[src/rtl/alu_exec_ctrl.sv]
// alu_exec_ctrl: single-issue execution controller in front of the ALU.
// Accepts one instruction per three cycles, reads operands from a small
// register file, drives registered operands to the ALU, then captures the
// ALU result and flags and writes the result back.
//
// Handshake: an instruction transfers on a rising edge where in_valid and
// in_ready are both 1. in_ready is high only in IDLE. in_valid is ignored
// while in_ready is low, and nothing is queued.
module alu_exec_ctrl #(
    parameter  int BW    = 16,
    parameter  int NREGS = 8,
    localparam int AW    = $clog2(NREGS)
) (
    input  logic          clk,
    input  logic          rst_n,
    input  logic          in_valid,
    output logic          in_ready,
    input  logic [3:0]    in_opcode,
    input  logic [AW-1:0] in_rd,
    input  logic [AW-1:0] in_ra,
    input  logic [AW-1:0] in_rb,
    input  logic          in_use_imm,
    input  logic [BW-1:0] in_imm,
    input  logic          in_wb_en,
    output logic [BW-1:0] alu_a,
    output logic [BW-1:0] alu_b,
    output logic [3:0]    alu_opcode,
    input  logic [BW-1:0] alu_out,
    input  logic [2:0]    alu_flags,
    output logic          res_valid,
    output logic [BW-1:0] res_data,
    output logic [AW-1:0] res_rd,
    output logic [2:0]    flags_q,
    input  logic [AW-1:0] dbg_addr,
    output logic [BW-1:0] dbg_data,
    output logic [1:0]    dbg_state
);

    typedef enum logic [1:0] {
        IDLE = 2'd0,
        EXEC = 2'd1,
        WB   = 2'd2
    } state_t;

    state_t        r_state;
    logic          r_in_ready;
    logic [BW-1:0] r_alu_a;
    logic [BW-1:0] r_alu_b;
    logic [3:0]    r_alu_opcode;
    logic          r_res_valid;
    logic [BW-1:0] r_res_data;
    logic [AW-1:0] r_res_rd;
    logic [2:0]    r_flags;
    logic [AW-1:0] r_rd;
    logic          r_wb_en;
    logic [BW-1:0] r_regs [NREGS];

    logic [BW-1:0] w_ra_val;
    logic [BW-1:0] w_rb_val;
    logic [BW-1:0] w_opb;
    logic          w_accept;

    // Register 0 is hard-wired to zero on every read port, so its storage
    // slot never needs to be trusted.
    always_comb begin
        w_ra_val = (in_ra == '0)    ? '0 : r_regs[in_ra];
        w_rb_val = (in_rb == '0)    ? '0 : r_regs[in_rb];
        w_opb    = in_use_imm       ? in_imm : w_rb_val;
        w_accept = in_valid && r_in_ready;
        dbg_data = (dbg_addr == '0) ? '0 : r_regs[dbg_addr];
    end

    // Control FSM, operand/result registers and register file writeback.
    always_ff @(posedge clk) begin
        if (!rst_n) begin
            r_state      <= IDLE;
            r_in_ready   <= 1'b1;
            r_alu_a      <= '0;
            r_alu_b      <= '0;
            r_alu_opcode <= '0;
            r_res_valid  <= 1'b0;
            r_res_data   <= '0;
            r_res_rd     <= '0;
            r_flags      <= '0;
            r_rd         <= '0;
            r_wb_en      <= 1'b0;
            for (int i = 0; i < NREGS; i++) begin
                r_regs[i] <= '0;
            end
        end else begin
            case (r_state)
                IDLE: begin
                    r_res_valid <= 1'b0;
                    if (w_accept) begin
                        // Operands are read here, so a register appearing as
                        // ra, rb and rd at once contributes its pre-write value.
                        r_alu_a      <= w_ra_val;
                        r_alu_b      <= w_opb;
                        r_alu_opcode <= in_opcode;
                        r_rd         <= in_rd;
                        r_wb_en      <= in_wb_en;
                        r_in_ready   <= 1'b0;
                        r_state      <= EXEC;
                    end
                end
                EXEC: begin
                    // ALU is combinational on alu_a/alu_b/alu_opcode; its
                    // result is stable by the end of this cycle.
                    r_res_data  <= alu_out;
                    r_res_rd    <= r_rd;
                    r_flags     <= alu_flags;
                    r_res_valid <= 1'b1;
                    if (r_wb_en && (r_rd != '0)) begin
                        r_regs[r_rd] <= alu_out;
                    end
                    r_state <= WB;
                end
                WB: begin
                    r_res_valid <= 1'b0;
                    r_in_ready  <= 1'b1;
                    r_state     <= IDLE;
                end
                default: begin
                    r_res_valid <= 1'b0;
                    r_in_ready  <= 1'b1;
                    r_state     <= IDLE;
                end
            endcase
        end
    end

    assign in_ready   = r_in_ready;
    assign alu_a      = r_alu_a;
    assign alu_b      = r_alu_b;
    assign alu_opcode = r_alu_opcode;
    assign res_valid  = r_res_valid;
    assign res_data   = r_res_data;
    assign res_rd     = r_res_rd;
    assign flags_q    = r_flags;
    assign dbg_state  = r_state;

endmodule

[config.mk]
export PLATFORM = sky130hd
export DESIGN_NAME = alu_exec_ctrl
export DESIGN_NICKNAME = d
export VERILOG_FILES = /design/src/rtl/alu_exec_ctrl.sv
export SDC_FILE = /design/constraint.sdc
export NUM_CORES = 1
export LEC_CHECK = 0
export BUFFER_PORTS_ARGS = -buffer_cell sky130_fd_sc_hd__buf_2
export CORE_ASPECT_RATIO = 0.7
export CORE_UTILIZATION = 25
export CTS_BUF_LIST = sky130_fd_sc_hd__clkbuf_8 sky130_fd_sc_hd__clkbuf_16
export CTS_CLUSTER_DIAMETER = 120
export DETAILED_ROUTE_END_ITERATION = 8
export GPL_TIMING_DRIVEN = 0
export MAX_ROUTING_LAYER = met4
export SLEW_MARGIN = 30
export SYNTH_ARGS = -nofsm -noshare
export SYNTH_HDL_FRONTEND = slang
export SYNTH_SLANG_ARGS = --single-unit
[constraint.sdc]
create_clock -name clk -period 6.2 [get_ports clk]
set_input_delay 1.24 -clock clk [delete_from_list [all_inputs] [get_ports clk]]
set_output_delay 1.24 -clock clk [all_outputs]
set_load 0.02 [all_outputs]
==> flow_results.xml <==
<?xml version="1.0" encoding="UTF-8"?>
<metrics>
  <group name="timing">
    <metric name="timing.final.max_slew_violations" unit="">0</metric>
    <metric name="max_slew.worst_pin.slew" unit="ns">0.998</metric>
    <metric name="post_layout_min_period" unit="ns">4.42</metric>
    <metric name="timing.slew.headroom" unit="">0.335</metric>
    <metric name="finalHoldViolations" unit="">0</metric>
    <metric name="final.setup_skew" unit="ns">0.0112</metric>
    <metric name="setup_total_negative_slack" unit="ns">0</metric>
    <metric name="fmaxAchievable" unit="MHz">226</metric>
    <metric name="endpoints_failing_setup" unit="">0</metric>
    <metric name="rsz0062_at_grt" unit="">false</metric>
    <metric name="post-route-period-util" unit="">0.713</metric>
  </group>
  <group name="worst_setup_path">
    <metric name="cp.arrival" unit="ns">3.18</metric>
    <metric name="reg2reg_slack" unit="ns">3.59</metric>
    <metric name="critical_path.endpoint_type" unit="">output pin</metric>
    <metric name="critical-path-top-cell-by-count" unit="">sky130_fd_sc_hd__buf_2</metric>
    <metric name="crit-reg2reg-launch" unit="">dbg_state[1]</metric>
    <metric name="cpPeakStageDelay" unit="ns">0.53</metric>
    <metric name="reg2reg_to" unit="">r_regs[1][1]</metric>
    <metric name="critPathRequiredTime" unit="ns">4.96</metric>
    <metric name="r2r.worst_path.cells" unit="">4</metric>
    <metric name="slowest_stage" unit="">sky130_fd_sc_hd__clkbuf_1</metric>
    <metric name="crit_path_start_kind" unit="">input pin</metric>
    <metric name="critPathMaxFanout" unit="">10</metric>
    <metric name="critical_path_cell_by_cell" unit="">buf_2, buf_2, clkbuf_1, a221oi_1, nor2_1, buf_2</metric>
    <metric name="setup.worst_path.class" unit="">input pin to output pin</metric>
  </group>
  <group name="floorplanning">
    <metric name="coreArea" unit="sq mm">0.0375</metric>
    <metric name="initial_cell_density_of_the_core" unit="">0.257</metric>
    <metric name="dieHeight" unit="microns">166</metric>
    <metric name="chipWidth" unit="microns">237</metric>
    <metric name="die_area" unit="sq mm">0.0393</metric>
    <metric name="floorplan.io_pins" unit="">134</metric>
    <metric name="placement_rows" unit="">59</metric>
  </group>
  <group name="placed_design">
    <metric name="dp_hpwl" unit="mm">27.8</metric>
    <metric name="dp_cells" unit="">1473</metric>
    <metric name="port_buffers" unit="">125</metric>
    <metric name="place_congestion" unit="">0.936</metric>
  </group>
  <group name="drt">
    <metric name="drt_pre_antenna_iters" unit="">5</metric>
    <metric name="initial_detailed_routing_violation_count" unit="">1020</metric>
    <metric name="antenna_left" unit="">0</metric>
    <metric name="number_of_drc_violations_after_detailed_routing" unit="">0</metric>
    <metric name="total_wirelength" unit="mm">37.2</metric>
    <metric name="post_drt_wl_per_cell" unit="microns">24.7</metric>
    <metric name="via_count" unit="">7819</metric>
    <metric name="vias_per_cell" unit="">5.18</metric>
  </group>
  <group name="power">
    <metric name="cellPowerDensity" unit="mW/mm^2">256</metric>
    <metric name="largest_vdd_supply_drop" unit="mV">0.188</metric>
    <metric name="power.total" unit="mW">2.94</metric>
    <metric name="leakage" unit="nW">4.44</metric>
  </group>
  <group name="yosys">
    <metric name="synth_top_family_by_area" unit="">simple AND/OR/NAND/NOR gates</metric>
    <metric name="synth.lib_cells_used.distinct" unit="">49</metric>
    <metric name="synth_top_area_frac" unit="">0.365</metric>
    <metric name="synth_area" unit="sq mm">0.00962</metric>
    <metric name="synth.mux.area_fraction" unit="">0.157</metric>
    <metric name="synth.largest_area_cell" unit="">sky130_fd_sc_hd__edfxtp_1</metric>
    <metric name="syn_avg_cell_area" unit="sq um">11.3</metric>
    <metric name="yosys-top-cells-area" unit="">sky130_fd_sc_hd__edfxtp_1 (37%), sky130_fd_sc_hd__dfxtp_1 (14%), sky130_fd_sc_hd__and2_1 (7.3%)</metric>
    <metric name="synthesized_area_fraction_occupied_by_adder_cells" unit="">0</metric>
    <metric name="yosys_most_used_dff" unit="">sky130_fd_sc_hd__edfxtp_1</metric>
    <metric name="gate_count_of_the_mapped_netlist" unit="">855</metric>
    <metric name="yosys_warnings" unit="">0</metric>
    <metric name="synth_simple_gate_area_frac" unit="">0.180</metric>
    <metric name="synth-edff-count" unit="">117</metric>
    <metric name="synth-async-reset-ratio" unit="">0</metric>
    <metric name="ys_ff_latch" unit="">183</metric>
    <metric name="synth_compound_gate_area_share" unit="">0.118</metric>
    <metric name="synth-xor-area-share" unit="">0</metric>
    <metric name="ys_seq_area_frac" unit="">0.502</metric>
  </group>
  <group name="worst_hold_path">
    <metric name="min_to" unit="">res_rd[2]</metric>
    <metric name="hold_path_depth" unit="">2</metric>
    <metric name="worstHoldPathType" unit="">flip-flop to flip-flop</metric>
    <metric name="worst_hold_startpoint" unit="">res_rd[2]</metric>
  </group>
  <group name="cells_and_area">
    <metric name="final_layout_size_suffix_gt1_frac" unit="">0.271</metric>
    <metric name="final.fill_count" unit="">3911</metric>
    <metric name="final-instance-count-excl-fill" unit="">1509</metric>
    <metric name="multi_input_area" unit="sq mm">0.00443</metric>
    <metric name="syn2layout_area_growth" unit="%">19.6</metric>
    <metric name="layout.area.seq" unit="sq mm">0.00483</metric>
    <metric name="layout.nets" unit="">1060</metric>
  </group>
  <group name="clock_network">
    <metric name="cts_num_sinks" unit="">183</metric>
    <metric name="tritoncts" unit="">built</metric>
    <metric name="postCtsSetupBuffers" unit="">0</metric>
    <metric name="cts_inserted_buffers" unit="">17</metric>
    <metric name="clk-insertion-delay-late" unit="ns">0.45</metric>
    <metric name="clock_tree.buffer_depth" unit="">2</metric>
    <metric name="cts.root.buffer_cell" unit="">sky130_fd_sc_hd__clkbuf_16</metric>
    <metric name="clock_slew_at_the_register_clock_pins_of_the_worst_setup_and_hold_paths" unit="ns">0.07</metric>
    <metric name="count_of_instances_resized_after_the_clock_tree_is_built" unit="">0</metric>
    <metric name="h_tree_level_count" unit="">4</metric>
    <metric name="post_cts_hold_buffer_count" unit="">0</metric>
  </group>
  <group name="global_route">
    <metric name="grt_start_max_net_pins" unit="">18</metric>
    <metric name="grt_remaining_overflow" unit="">0</metric>
    <metric name="via_count_of_the_first_global_routing_pass" unit="">7340</metric>
    <metric name="global_route_total_usage_across_every_layer" unit="">0.195</metric>
    <metric name="global_route_wire_length_before_repair" unit="mm">53.1</metric>
    <metric name="antenna_found_initial" unit="">4</metric>
  </group>
  <group name="outcome">
    <metric name="outcome" unit="">finished clean</metric>
  </group>
  <group name="job">
    <metric name="drv_cap" unit="">0</metric>
  </group>
</metrics>
==> metrics by stage <==
stage | worst slack, ns | cell area, sq um | hold slack [ns] | util
finish | 1.78 | 11500 | 0.452 | 0.307
global route | 1.70 | 11500 | 0.478 | 0.307
CTS | 1.79 | 11500 | 0.457 | 0.306
detailed placement | 1.82 | 10900 | 0.446 | 0.291
global placement | 1.41 | 10900 | 0.442 | 0.290
floorplan | 2.43 | 9640 | 0.484 | -
==> worst max path at each step <==
stage,start,endpoint,slack (ns),depth (start not counted)
finish,dbg_addr[0],dbg_data[9],1.78,6
global route,dbg_addr[0],dbg_data[4],1.70,6
CTS,dbg_addr[0],dbg_data[14],1.79,6
detailed placement,dbg_addr[0],dbg_data[14],1.82,6
global placement,rst_n,r_regs[7][6],1.41,4
floorplan,dbg_addr[0],dbg_data[14],2.43,5
==> per-layer routing <==
layer,GRT usage,part of all wire,vias to the layer above
li1,-,-,3494
met1,0.288,0.49,3883
met2,0.264,0.41,406
met3,0.0459,0.084,36
met4,0.0446,0.013,0
met5,-,0,-
==> layout by cell type, fill, tap and decap left out, types with 6 or more instances in the layout <==
cell type,netlist,layout
sky130_fd_sc_hd__a22oi_1,15,15
sky130_fd_sc_hd__o21ai_0,24,23
sky130_fd_sc_hd__nor2_1,50,50
sky130_fd_sc_hd__buf_1,7,7
sky130_fd_sc_hd__a221oi_1,25,25
sky130_fd_sc_hd__o22ai_1,10,10
sky130_fd_sc_hd__o2bb2ai_1,16,16
sky130_fd_sc_hd__and2_1,113,113
sky130_fd_sc_hd__mux4_2,31,31
sky130_fd_sc_hd__mux2_2,37,37
sky130_fd_sc_hd__edfxtp_1,117,117
sky130_fd_sc_hd__dfxtp_1,66,66
sky130_fd_sc_hd__or4_1,10,10
sky130_fd_sc_hd__o311ai_1,10,10
sky130_fd_sc_hd__clkbuf_16,0,19
sky130_fd_sc_hd__clkbuf_1,30,29
sky130_fd_sc_hd__nand2_1,77,77
sky130_fd_sc_hd__mux2i_1,40,40
sky130_fd_sc_hd__o31ai_1,9,9
sky130_fd_sc_hd__a21oi_1,47,47
sky130_fd_sc_hd__nor2b_1,20,20
sky130_fd_sc_hd__inv_1,4,7
sky130_fd_sc_hd__nand3_1,20,20
sky130_fd_sc_hd__buf_2,23,148
sky130_fd_sc_hd__nand2b_2,0,6
==> cell families after synthesis <==
logic type,Yosys count
mux,108
simple gates,319
buf+inv,77
compound gates,167
flops,183
other cells,1
==> power by group <==
group	internal (mW)	switching (mW)
sequential	1.35	0.0471
combinational	0.155	0.298
clock	0.577	0.515
==> Yosys cell counts, types with 15 or more instances <==
cell type                   count
sky130_fd_sc_hd__edfxtp_1     117
sky130_fd_sc_hd__and2_1       113
sky130_fd_sc_hd__nand2_1       77
sky130_fd_sc_hd__dfxtp_1       66
sky130_fd_sc_hd__nor2_1        50
sky130_fd_sc_hd__a21oi_1       47
sky130_fd_sc_hd__mux2i_1       40
sky130_fd_sc_hd__mux2_2        37
sky130_fd_sc_hd__mux4_2        31
sky130_fd_sc_hd__clkbuf_1      30
sky130_fd_sc_hd__a221oi_1      25
sky130_fd_sc_hd__o21ai_0       24
sky130_fd_sc_hd__buf_2         23
sky130_fd_sc_hd__nand3_1       20
sky130_fd_sc_hd__nor2b_1       20
sky130_fd_sc_hd__o2bb2ai_1     16
sky130_fd_sc_hd__a22oi_1       15
==> final cells by class <==
class	instances	area share
tap	488	0.0531
buffer	72	0.0331
sequential	183	0.420
multi-input combinational	599	0.385
timing repair buffer	126	0.0557
clock buffer	20	0.0425
antenna	4	0.000870
clock inverter	12	0.00772
inverter	5	0.00163
==> registers in the layout (all words and copies together), names as in the netlist <==
register and count:
alu_a 16, alu_b 16, alu_opcode 4, dbg_state 2, flags_q 3, in_ready 1, r_rd 3, r_regs 117
r_wb_en 1, res_data 16, res_rd 3, res_valid 1
==> critical path: cells and delay by family <==
kind | cells | cell delay [ns]
buffers and inverters | 4 | 1.47
AND/OR/NAND/NOR | 1 | 0.28
AO/OA/AOI/OAI | 1 | 0.18
(Power assumes the default switching activity.)
